$ cat src/rtl/rs_pkg.sv
// ============================================================================
// Module      : rs_pkg
// Description : Shared types and constants for the RS encoder control slice:
//               FSM state encoding, default code geometry and the
//               symbol-counter width helper.
// Revision    : 1.0 - initial release
// ============================================================================
`default_nettype none

package rs_pkg;

  // Default code geometry: RS(255,239), 16 parity symbols.
  localparam int unsigned c_n_default = 255;
  localparam int unsigned c_k_default = 239;

  // Encoder control phases.
  typedef enum logic [1:0] {
    IDLE = 2'd0,
    MSG  = 2'd1,
    PAR  = 2'd2
  } rs_state_t;

  // The symbol counter must hold values up to N-1, so it is clog2(N) bits wide.
  // A floor of 1 keeps the vector legal for degenerate N.
  function automatic int unsigned rs_cnt_width(input int unsigned n);
    return (n < 2) ? 1 : $clog2(n);
  endfunction

endpackage

`default_nettype wire

$ cat src/rtl/rs_sym_counter.sv
// ============================================================================
// Module      : rs_sym_counter
// Description : Loadable up-counter with enable and a terminal-count compare.
//               The terminal value is an input, so a single counter serves
//               both the message and the parity phase.
// Revision    : 1.0 - initial release
// ============================================================================
`default_nettype none

module rs_sym_counter #(
  parameter int WIDTH = 8
) (
  input  logic             clk,
  input  logic             rst,
  input  logic             en,
  input  logic             load,
  input  logic [WIDTH-1:0] load_val,
  input  logic [WIDTH-1:0] tc_val,
  output logic [WIDTH-1:0] cnt,
  output logic             tc
);

  logic [WIDTH-1:0] r_cnt;

  // Load has priority over increment so a terminal acceptance restarts at 0.
  always_ff @(posedge clk or posedge rst) begin
    if (rst) begin
      r_cnt <= '0;
    end else if (load) begin
      r_cnt <= load_val;
    end else if (en) begin
      r_cnt <= r_cnt + 1'b1;
    end
  end

  assign cnt = r_cnt;
  assign tc  = (r_cnt == tc_val);

endmodule

`default_nettype wire

$ cat src/rtl/rs_enc_ctrl.sv
// ============================================================================
// Module      : rs_enc_ctrl
// Description : Control sequencer for a systematic Reed-Solomon encoder.
//               Steers an external parity LFSR through clear / feed /
//               shift-out so each codeword is K message symbols followed by
//               N-K parity symbols, with valid/ready on both sides.
//               Optional frame-length check: RS_ENC_CTRL_LAST_CHECK_EN.
// Revision    : 1.0 - initial release
// ============================================================================
`default_nettype none

module rs_enc_ctrl
  import rs_pkg::*;
#(
  parameter int N = c_n_default,
  parameter int K = c_k_default
) (
  input  logic clk,
  input  logic rst,
  input  logic in_valid,
  output logic in_ready,
  input  logic in_last,
  output logic out_valid,
  input  logic out_ready,
  output logic out_last,
  output logic out_sel,
  output logic lfsr_clr,
  output logic lfsr_shift,
  output logic lfsr_fb,
  output logic err_len
);

  localparam int                c_cw     = rs_cnt_width(N);
  localparam logic [c_cw-1:0]   c_msg_tc = c_cw'(K - 1);
  localparam logic [c_cw-1:0]   c_par_tc = c_cw'(N - K - 1);

  rs_state_t        r_state;
  rs_state_t        w_state_nxt;
  logic             w_accept;
  logic             w_msg_accept;
  logic             w_load;
  logic             w_tc;
  logic [c_cw-1:0]  w_tc_val;
  logic [c_cw-1:0]  w_cnt;

  // Terminal count tracks the phase; kept outside the FSM block so the
  // compare result feeding the FSM has no block-level feedback.
  assign w_tc_val = (r_state == PAR) ? c_par_tc : c_msg_tc;

  // Terminal acceptance restarts the counter for the next phase.
  assign w_load = w_accept & w_tc;

  rs_sym_counter #(
    .WIDTH (c_cw)
  ) u_cnt (
    .clk      (clk),
    .rst      (rst),
    .en       (w_accept),
    .load     (w_load),
    .load_val ('0),
    .tc_val   (w_tc_val),
    .cnt      (w_cnt),
    .tc       (w_tc)
  );

  // State register; reset drops any partial codeword.
  always_ff @(posedge clk or posedge rst) begin
    if (rst) begin
      r_state <= IDLE;
    end else begin
      r_state <= w_state_nxt;
    end
  end

  // Next-state and handshake/datapath controls; framing is driven by the
  // symbol count alone, never by in_last.
  always_comb begin
    w_state_nxt  = r_state;
    lfsr_clr     = 1'b0;
    in_ready     = 1'b0;
    out_valid    = 1'b0;
    out_sel      = 1'b0;
    lfsr_fb      = 1'b0;
    lfsr_shift   = 1'b0;
    out_last     = 1'b0;
    w_accept     = 1'b0;
    w_msg_accept = 1'b0;
    case (r_state)
      IDLE: begin
        lfsr_clr    = 1'b1;
        w_state_nxt = MSG;
      end
      MSG: begin
        lfsr_fb      = 1'b1;
        in_ready     = out_ready;
        out_valid    = in_valid;
        lfsr_shift   = in_valid & out_ready;
        w_accept     = in_valid & out_ready;
        w_msg_accept = in_valid & out_ready;
        if (w_accept && w_tc) begin
          w_state_nxt = PAR;
        end
      end
      PAR: begin
        out_sel    = 1'b1;
        out_valid  = 1'b1;
        lfsr_shift = out_ready;
        w_accept   = out_ready;
        out_last   = w_tc;
        if (w_accept && w_tc) begin
          w_state_nxt = IDLE;
        end
      end
      default: begin
        w_state_nxt = IDLE;
      end
    endcase
  end

`ifdef RS_ENC_CTRL_LAST_CHECK_EN
  logic r_err_len;

  // Flag an accepted message symbol whose in_last disagrees with the count.
  always_ff @(posedge clk or posedge rst) begin
    if (rst) begin
      r_err_len <= 1'b0;
    end else begin
      r_err_len <= w_msg_accept & (in_last != w_tc);
    end
  end

  assign err_len = r_err_len;
`else
  logic w_unused_in_last;
  logic w_unused_msg_accept;

  assign w_unused_in_last    = in_last;
  assign w_unused_msg_accept = w_msg_accept;
  assign err_len             = 1'b0;
`endif

endmodule

`default_nettype wire

$ cat config.mk
export PLATFORM = sky130hd
export DESIGN_NAME = rs_enc_ctrl
export DESIGN_NICKNAME = d
export VERILOG_FILES = /design/src/rtl/rs_pkg.sv /design/src/rtl/rs_sym_counter.sv /design/src/rtl/rs_enc_ctrl.sv
export SDC_FILE = /design/constraint.sdc
export NUM_CORES = 1
export LEC_CHECK = 0
export CORE_MARGIN = 4
export CORE_UTILIZATION = 46
export DETAILED_ROUTE_END_ITERATION = 16
export PLACE_DENSITY = 0.72
export RECOVER_POWER = 50
export SYNTH_ARGS = -nofsm -noshare
export SYNTH_HDL_FRONTEND = slang
export SYNTH_SLANG_ARGS = --single-unit
$ cat constraint.sdc
create_clock -name clk -period 3.1 [get_ports clk]
set_input_delay 0.62 -clock clk [delete_from_list [all_inputs] [get_ports clk]]
set_output_delay 0.62 -clock clk [all_outputs]
set_load 0.01 [all_outputs]
# Word level (Yosys, flattened, before mapping)
# Cells that the tools add are included.
# op_classes
n_addsub	1
n_eq_ne	5
n_mux	13
bitwise_logic	2
n_reduce_logical	5
# ops
op	n
$mux W8	3
$add A8 B1 Y8 const B	1
$eq A8 B8 Y1	1
$pmux W2 S3	1
$mux W1	5
$mux W2	2
$pmux W1 S2	2
$and A1 B1 Y1	2
$eq A2 B1 Y1 const B	1
$eq A2 B2 Y1 const B	1
$logic_and A1 B1 Y1	2
$logic_not A2 Y1	1
$ne A2 B1 Y1 const B	1
$ne A2 B2 Y1 const B	1
$reduce_and A2 Y1	1
$reduce_bool A2 Y1	1
# totals
register_bits	10
inputBits	5
output_inout_bits	8
word_cells	28

# Depth between registers and ports, before layout
# Gate-level depths: netlist of run 1.
# logic_depth
ltp_word	6
ltp_mapped	7
mapped_depth_nobuf	7

# Modules after synthesis
# A second synthesis of run 1 with hierarchy kept.
# hier_totals
hier_cells	88
hier_area_um2	748.2
# modules_own_cells
mod	instances	cells_each	area_per_inst_um2	seq_area_each_um2
rs_sym_counter	1	62	536.8	200.2
rs_enc_ctrl	1	26	211.5	50.0

# Worst setup path after synthesis of run 1
# OpenSTA, ideal clock, no wires.
# synth_path
path_type	reg-to-output
start	register r_state[1]
end	output port lfsr_shift
t_arrival_ns	1.302
t_required_ns	2.480
path_slack_ns	1.178
stages_incl_launch_ff	6
n_path_buf	0
path_cell_list	dfrtp_1 > inv_1 > ha_1 > a21oi_2 > nand3b_1 > inv_1
# synth_between
elab_chain_cells	2
elab_cells_between_ends	3
cone_classes	2 x eq/ne; 1 x mux
# synth_rtl
element	line_no	rtl
start: declaration	rs_enc_ctrl.sv:37	rs_state_t r_state;
start signal: assignment	rs_enc_ctrl.sv:71	r_state <= w_state_nxt;
$eq A2 B2 Y1 or $eq A2 B1 Y1 (tied branches)	rs_enc_ctrl.sv:88	case (r_state)
$pmux W1 S2 *	rs_enc_ctrl.sv:88	
end: declaration	rs_enc_ctrl.sv:28	output logic lfsr_shift,
# Every way passes the cells marked *; elsewhere a longest branch is shown, timed or not.

# Final worst setup path of run 1
# layout_path
start	input port in_valid
end	output port lfsr_shift
# layout_between
elab_chain_cells	2
# layout_rtl
element	line_no	rtl
start: declaration	rs_enc_ctrl.sv:20	input logic in_valid,
$and A1 B1 Y1	-	
$pmux W1 S2	rs_enc_ctrl.sv:88	
# Every way passes these cells.

==> impl_metrics.ini, run 1 <==
[sta]
finalSetupViolCount = 0
finalCritPeriodShare = 0.927
grt_setup_unrepaired = no
fin_hold_ws_ns = 0.544
fin_tns_setup_ns = 0
finalClockSkew_ns = 0.000167
fin_crit_ns = 2.87
finalMaxSlewViolations = 0
final_hold_viol_count = 0
fmax_mhz = 348

[die]
die_w_um = 46.7
io_pins = 13
die_y_um = 46.7
dieArea_sq_um = 2180
coreArea_sq_um = 1350
initial_core_util = 0.511
fp-row-count = 13

[final_layout]
drive_above_1_share = 0.125
mostFrequentLayoutCell = dfrtp_1
mostFrequentLayoutCells = 10 x dfrtp_1, 9 x clkdlybuf4s50_1, 8 x nor2_1
diodes = 0
fillers = 114
nNetsFinal = 92
syn2layout_area_growth_pct = 20.7

[logic_synthesis]
synth_fa_ha_area_frac = 0.109
synth_compound_area_frac = 0.0980
yosysWarnings = 0
syn_area_sq_um = 689
synth_ff_type = dfrtp_1
ys_ff_latch = 10
syn-num-nets = 78
synth_cell_types = 26
synth_mux_area_frac = 0.0327
synth_simple_gate_area_frac = 0.278
synth_xor_area_frac = 0.0762
async_reset_ff_frac = 1.00
synth_top_family_by_area = simple AND/OR/NAND/NOR gates
synth_area_per_cell_sq_um = 10.3
ys_seq_area_frac = 0.363
synth-edff-count = 0
synthCells = 67

[setup_path]
worstRegToRegCells = 6
critPathKind = input pin to output port
startpoint_type = input pin
cp_data_arrival_time_ns = 2.25
crit_fanout = 8
cp-end-kind = output port
cp.required_ns = 2.48

[place]
dp_hpwl_um = 1060
routabilityCongestion = 0.808
numPortBuffers = 10

[clock_network]
worstSkewPairLatency_ns = 0.27
cts_buffer_depth = 2
cts_post_setup_buffers_inserted = 0
cts_tree = built
h-tree-depth = 1
postCtsHoldBufs = 0
cts_made_buffers = 3
cts.repair.resized = 0
clock-sinks = 10
clkSlewWorstSetupHoldPaths_ns = 0.07
cts_root_buffer = clkbuf_4

[min_path]
whs_path_depth = 2
hold_path.class = flop to flop

[grt]
grt_pass1_vias = 511
antenna_found_initial = 0
globalRouteTotalUtil = 0.162
grt_first_pass_wirelength_um = 2360
grt_max_degree = 11
gr-total-overflow = 0

[status]
status = finished clean

[pwr]
cellPowerDensity_nw_per_um2 = 471
p_leak_nw = 0.408
peakVddDrop_v = 0.000302

[routing]
wl_per_cell_um = 14.5
routed_via_density = 5.48
firstDrtPassIters = 4
drt-total-wl_um = 1380
drt_first_iter_violations = 8
via_count = 521
drc = 0
ant_nets = 0

[flow_run]
drv_cap = 0
==> Yosys cell counts (2+ instances only) <==
| cell type | n | area, sq um |
|---|---|---|
| and3b_1 | 2 | 17.5 |
| nand4_1 | 2 | 12.5 |
| nor2_1 | 8 | 30.0 |
| nor4b_2 | 2 | 30.0 |
| xnor2_1 | 6 | 52.6 |
| nand3_1 | 2 | 10.0 |
| mux2_1 | 2 | 22.5 |
| dfrtp_1 | 10 | 250 |
| ha_1 | 6 | 75.1 |
| inv_1 | 5 | 18.8 |
| nor3_1 | 2 | 10.0 |
| nor3b_2 | 2 | 25.0 |
| nand2_1 | 5 | 18.8 |
==> power breakdown <==
group	internal, mW	switching, mW
clock	0.0714	0.0475
combinational	0.0410	0.0383
sequential	0.158	0.0351
total	0.271	0.121
==> sequential cells by signal, summed over array words and instances (netlist names) <==
| name | count |
|---|---|
| u_cnt.cnt | 8 |
| r_state | 2 |
==> routing by layer <==
metal  wire length, um  up-vias  track usage
met1               591      239        0.191
met5                 0        -            0
met4                48        0        0.116
li1                  -      256            -
met2               656       19        0.253
met3                86        7       0.0430
==> stage by stage <==
stage          std cells   util  area, sq um  power (mW)  worst slack (ns)
2_1_floorplan         67      -          689       0.248              1.18
3_3_place_gp          91  0.593          801       0.270             0.283
3_5_place_dp          91  0.593          801       0.272             0.259
4_1_cts               95  0.620          837       0.395             0.244
5_1_grt               95  0.616          832       0.419             0.112
6_report              95  0.616          832       0.392             0.225
==> cells by family (layout without fill, tap and decap cells) <==
| logic type | after synthesis | in the layout |
|---|---|---|
| and+or+nand+nor | 30 | 30 |
| DFF | 10 | 10 |
| AOI/OAI and AO/OA | 6 | 6 |
| buffers and inverters | 6 | 19 |
| xor gates and xnor gates | 6 | 6 |
| other | 1 | 1 |
| adders and majority gates | 6 | 6 |
| muxes | 2 | 2 |
==> worst max-delay path: stages <==
cell             delay, ns
clkdlybuf4s50_1       0.44
a21oi_2               0.39
nand3b_1              0.23
inv_1                 0.09
clkdlybuf4s50_1       0.48
==> layout make-up <==
type	count	area (sq um)	area share
inverter	5	18.8	0.0226
tap	15	18.8	0.0226
multi-input combinational	51	408	0.490
clock buffer	4	36.3	0.0436
timing repair buffer	10	100	0.120
sequential	10	250	0.301
==> worst paths after layout <==
path / startpoint / to / slack (ns)
setup / recovery: in_valid / lfsr_shift / 0.23
hold / removal: u_cnt.cnt[1]$_DFFE_PP0P_ / u_cnt.cnt[1]$_DFFE_PP0P_ / 0.54
hold reg to reg: u_cnt.cnt[1]$_DFFE_PP0P_ / u_cnt.cnt[1]$_DFFE_PP0P_ / 0.54
setup reg to reg: r_state[0]$_DFFE_PP0P_ / r_state[1]$_DFFE_PP0P_ / 1.07
max in group asynchronous: rst / u_cnt.cnt[4]$_DFFE_PP0P_ / 2.06
min in group asynchronous: rst / r_state[1]$_DFFE_PP0P_ / 0.77
Power figures use the tool's default switching activity.
==> inputs of run 2 (changes only) <==
- clock period: 3.1 -> 3.3 ns (I/O delays scaled with it)
==> run 2 against run 1 <==
Effect of this change: combinational power fell by 6.4%; total power is 6.2% lower; final cell count did not move; critical path type unchanged; critical endpoint unchanged; highest routed layer unchanged.
==> impl_metrics.ini, run 2 (synthesis gave the netlist of run 1 again) <==
[status]
status = finished clean

[sta]
finalSetupViolCount = 0
grt_setup_unrepaired = no
final_hold_viol_count = 0
finalCritPeriodShare = 0.937
fin_crit_ns = 3.09
fin_hold_ws_ns = 0.563
finalMaxSlewViolations = 0
fmax_mhz = 323
fin_tns_setup_ns = 0
finalClockSkew_ns = 0.00397

[routing]
routed_via_density = 5.51
drc = 0
via_count = 523
drt-total-wl_um = 1370
firstDrtPassIters = 4
drt_first_iter_violations = 9
wl_per_cell_um = 14.4
ant_nets = 0

[pwr]
peakVddDrop_v = 0.000304
clkPwrFrac = 0.305
p_int_uw = 254
cellPowerDensity_nw_per_um2 = 439
p_leak_nw = 0.413
p_switching_uw = 113
p_seq_frac = 0.493
p_total_uw = 367
pwr-share-comb = 0.202
switching_share = 0.309

[grt]
grt_max_degree = 11
gr-max-usage-layer = met2
globalRouteTotalUtil = 0.155
grt_pass1_vias = 507
grt.met2_usage = 0.245
gr-total-overflow = 0
antenna_found_initial = 0
grt_util_met1 = 0.182
grt_first_pass_wirelength_um = 2250
use_met3 = 0.0234

[setup_path]
r2r_start = r_state[0]$_DFFE_PP0P_
cp.required_ns = 2.64
cp-end-kind = output port
slowest_delay_ns = 0.57
worst-path-buf-inv = 3
slowest_stage = dlygate4sd3_1
critPathKind = input pin to output port
worstRegToRegCells = 6
startpoint_type = input pin
crit_fanout = 8
cp_top_family = buffers and inverters
r2r-end = r_state[1]$_DFFE_PP0P_
path_cells = dlygate4sd3_1 > a21oi_2 > nand3b_1 > inv_1 > clkdlybuf4s50_1
rrSetupSlack_ns = 1.43
cp_data_arrival_time_ns = 2.43
crit_cells = 5

[clock_network]
clock-sinks = 10
cts_post_setup_buffers_inserted = 0
cts_made_buffers = 3
cts_tree = built
postCtsHoldBufs = 0
clkSlewWorstSetupHoldPaths_ns = 0.07
cts.repair.resized = 0
h-tree-depth = 1
worstSkewPairLatency_ns = 0.27
cts_buffer_depth = 2
cts_root_buffer = clkbuf_4

[final_layout]
fillers = 107
nNetsFinal = 92
mostFrequentLayoutCell = dfrtp_1
drive_above_1_share = 0.138
final-seq-area_sq_um = 250
multiInputGateArea_sq_um = 413
final_area_sq_um = 837
largest_reg_flops = 8
diodes = 0
syn2layout_area_growth_pct = 21.4
mostFrequentLayoutCells = 10 x dfrtp_1, 8 x nor2_1, 8 x clkdlybuf4s50_1

[die]
die_w_um = 46.7
coreArea_sq_um = 1350
die_y_um = 46.7
fp-row-count = 13
io_pins = 13
initial_core_util = 0.511
dieArea_sq_um = 2180

[min_path]
holdPathEnd = u_cnt.cnt[1]$_DFFE_PP0P_
min-delay-start = u_cnt.cnt[1]$_DFFE_PP0P_
whs_path_depth = 2
hold_path.class = flop to flop

[place]
dp_hpwl_um = 1050
numPortBuffers = 10
post_dp_cell_area_sq_um = 801
routabilityCongestion = 0.808

[flow_run]
drv_cap = 0
[run 2: layer usage]
layer,vias to the layer above,share of wire
met5,-,0
met4,0,0.031
met3,7,0.061
met2,23,0.47
met1,239,0.44
li1,254,-
[run 2: layout make-up]
| class | count | share of cell area |
|---|---|---|
| clock buffers | 4 | 0.0433 |
| inverters | 5 | 0.0224 |
| multi-input cells | 51 | 0.493 |
| flip-flops and latches | 10 | 0.299 |
| well taps | 15 | 0.0224 |
| repair buffers | 10 | 0.120 |
[run 2: per-stage QoR]
| step | cells | setup slack (ns) | utilization |
|---|---|---|---|
| floorplan | 67 | 1.34 | - |
| global placement | 91 | 0.403 | 0.593 |
| detailed placement | 91 | 0.366 | 0.593 |
| CTS | 95 | 0.357 | 0.620 |
| global route | 95 | 0.145 | 0.620 |
| finish | 95 | 0.206 | 0.620 |
[run 2: worst max-delay path by stage]
stage | startpoint | end | slack, ns
floorplan | r_state[1]$_DFFE_PP0P_ | lfsr_shift | 1.34
global placement | in_valid | lfsr_shift | 0.40
detailed placement | in_valid | lfsr_shift | 0.37
CTS | in_valid | lfsr_shift | 0.36
global route | in_valid | lfsr_shift | 0.14
finish | in_valid | lfsr_shift | 0.21
[run 2: power groups by stage]
stage | clock network [mW] | registers (mW) | logic (mW)
2_1_floorplan | 0 | 0.174 | 0.0584
3_3_place_gp | 0 | 0.181 | 0.0727
3_5_place_dp | 0 | 0.181 | 0.0744
4_1_cts | 0.114 | 0.179 | 0.0754
5_1_grt | 0.123 | 0.185 | 0.0842
6_report | 0.112 | 0.181 | 0.0742
[run 2: tightest hold or removal path, stage by stage, from the launching register on]
cell	delay [ns]
dfrtp_1	0.40
nand2_1	0.07
nand2_1	0.06
==> inputs of run 3 (changes only) <==
- CTS_CLUSTER_SIZE: not set -> 28
- GPL_ROUTABILITY_DRIVEN: not set -> 0
==> results of run 3 <==
The final DEF is identical to that of run 2; final timing and power are the same.
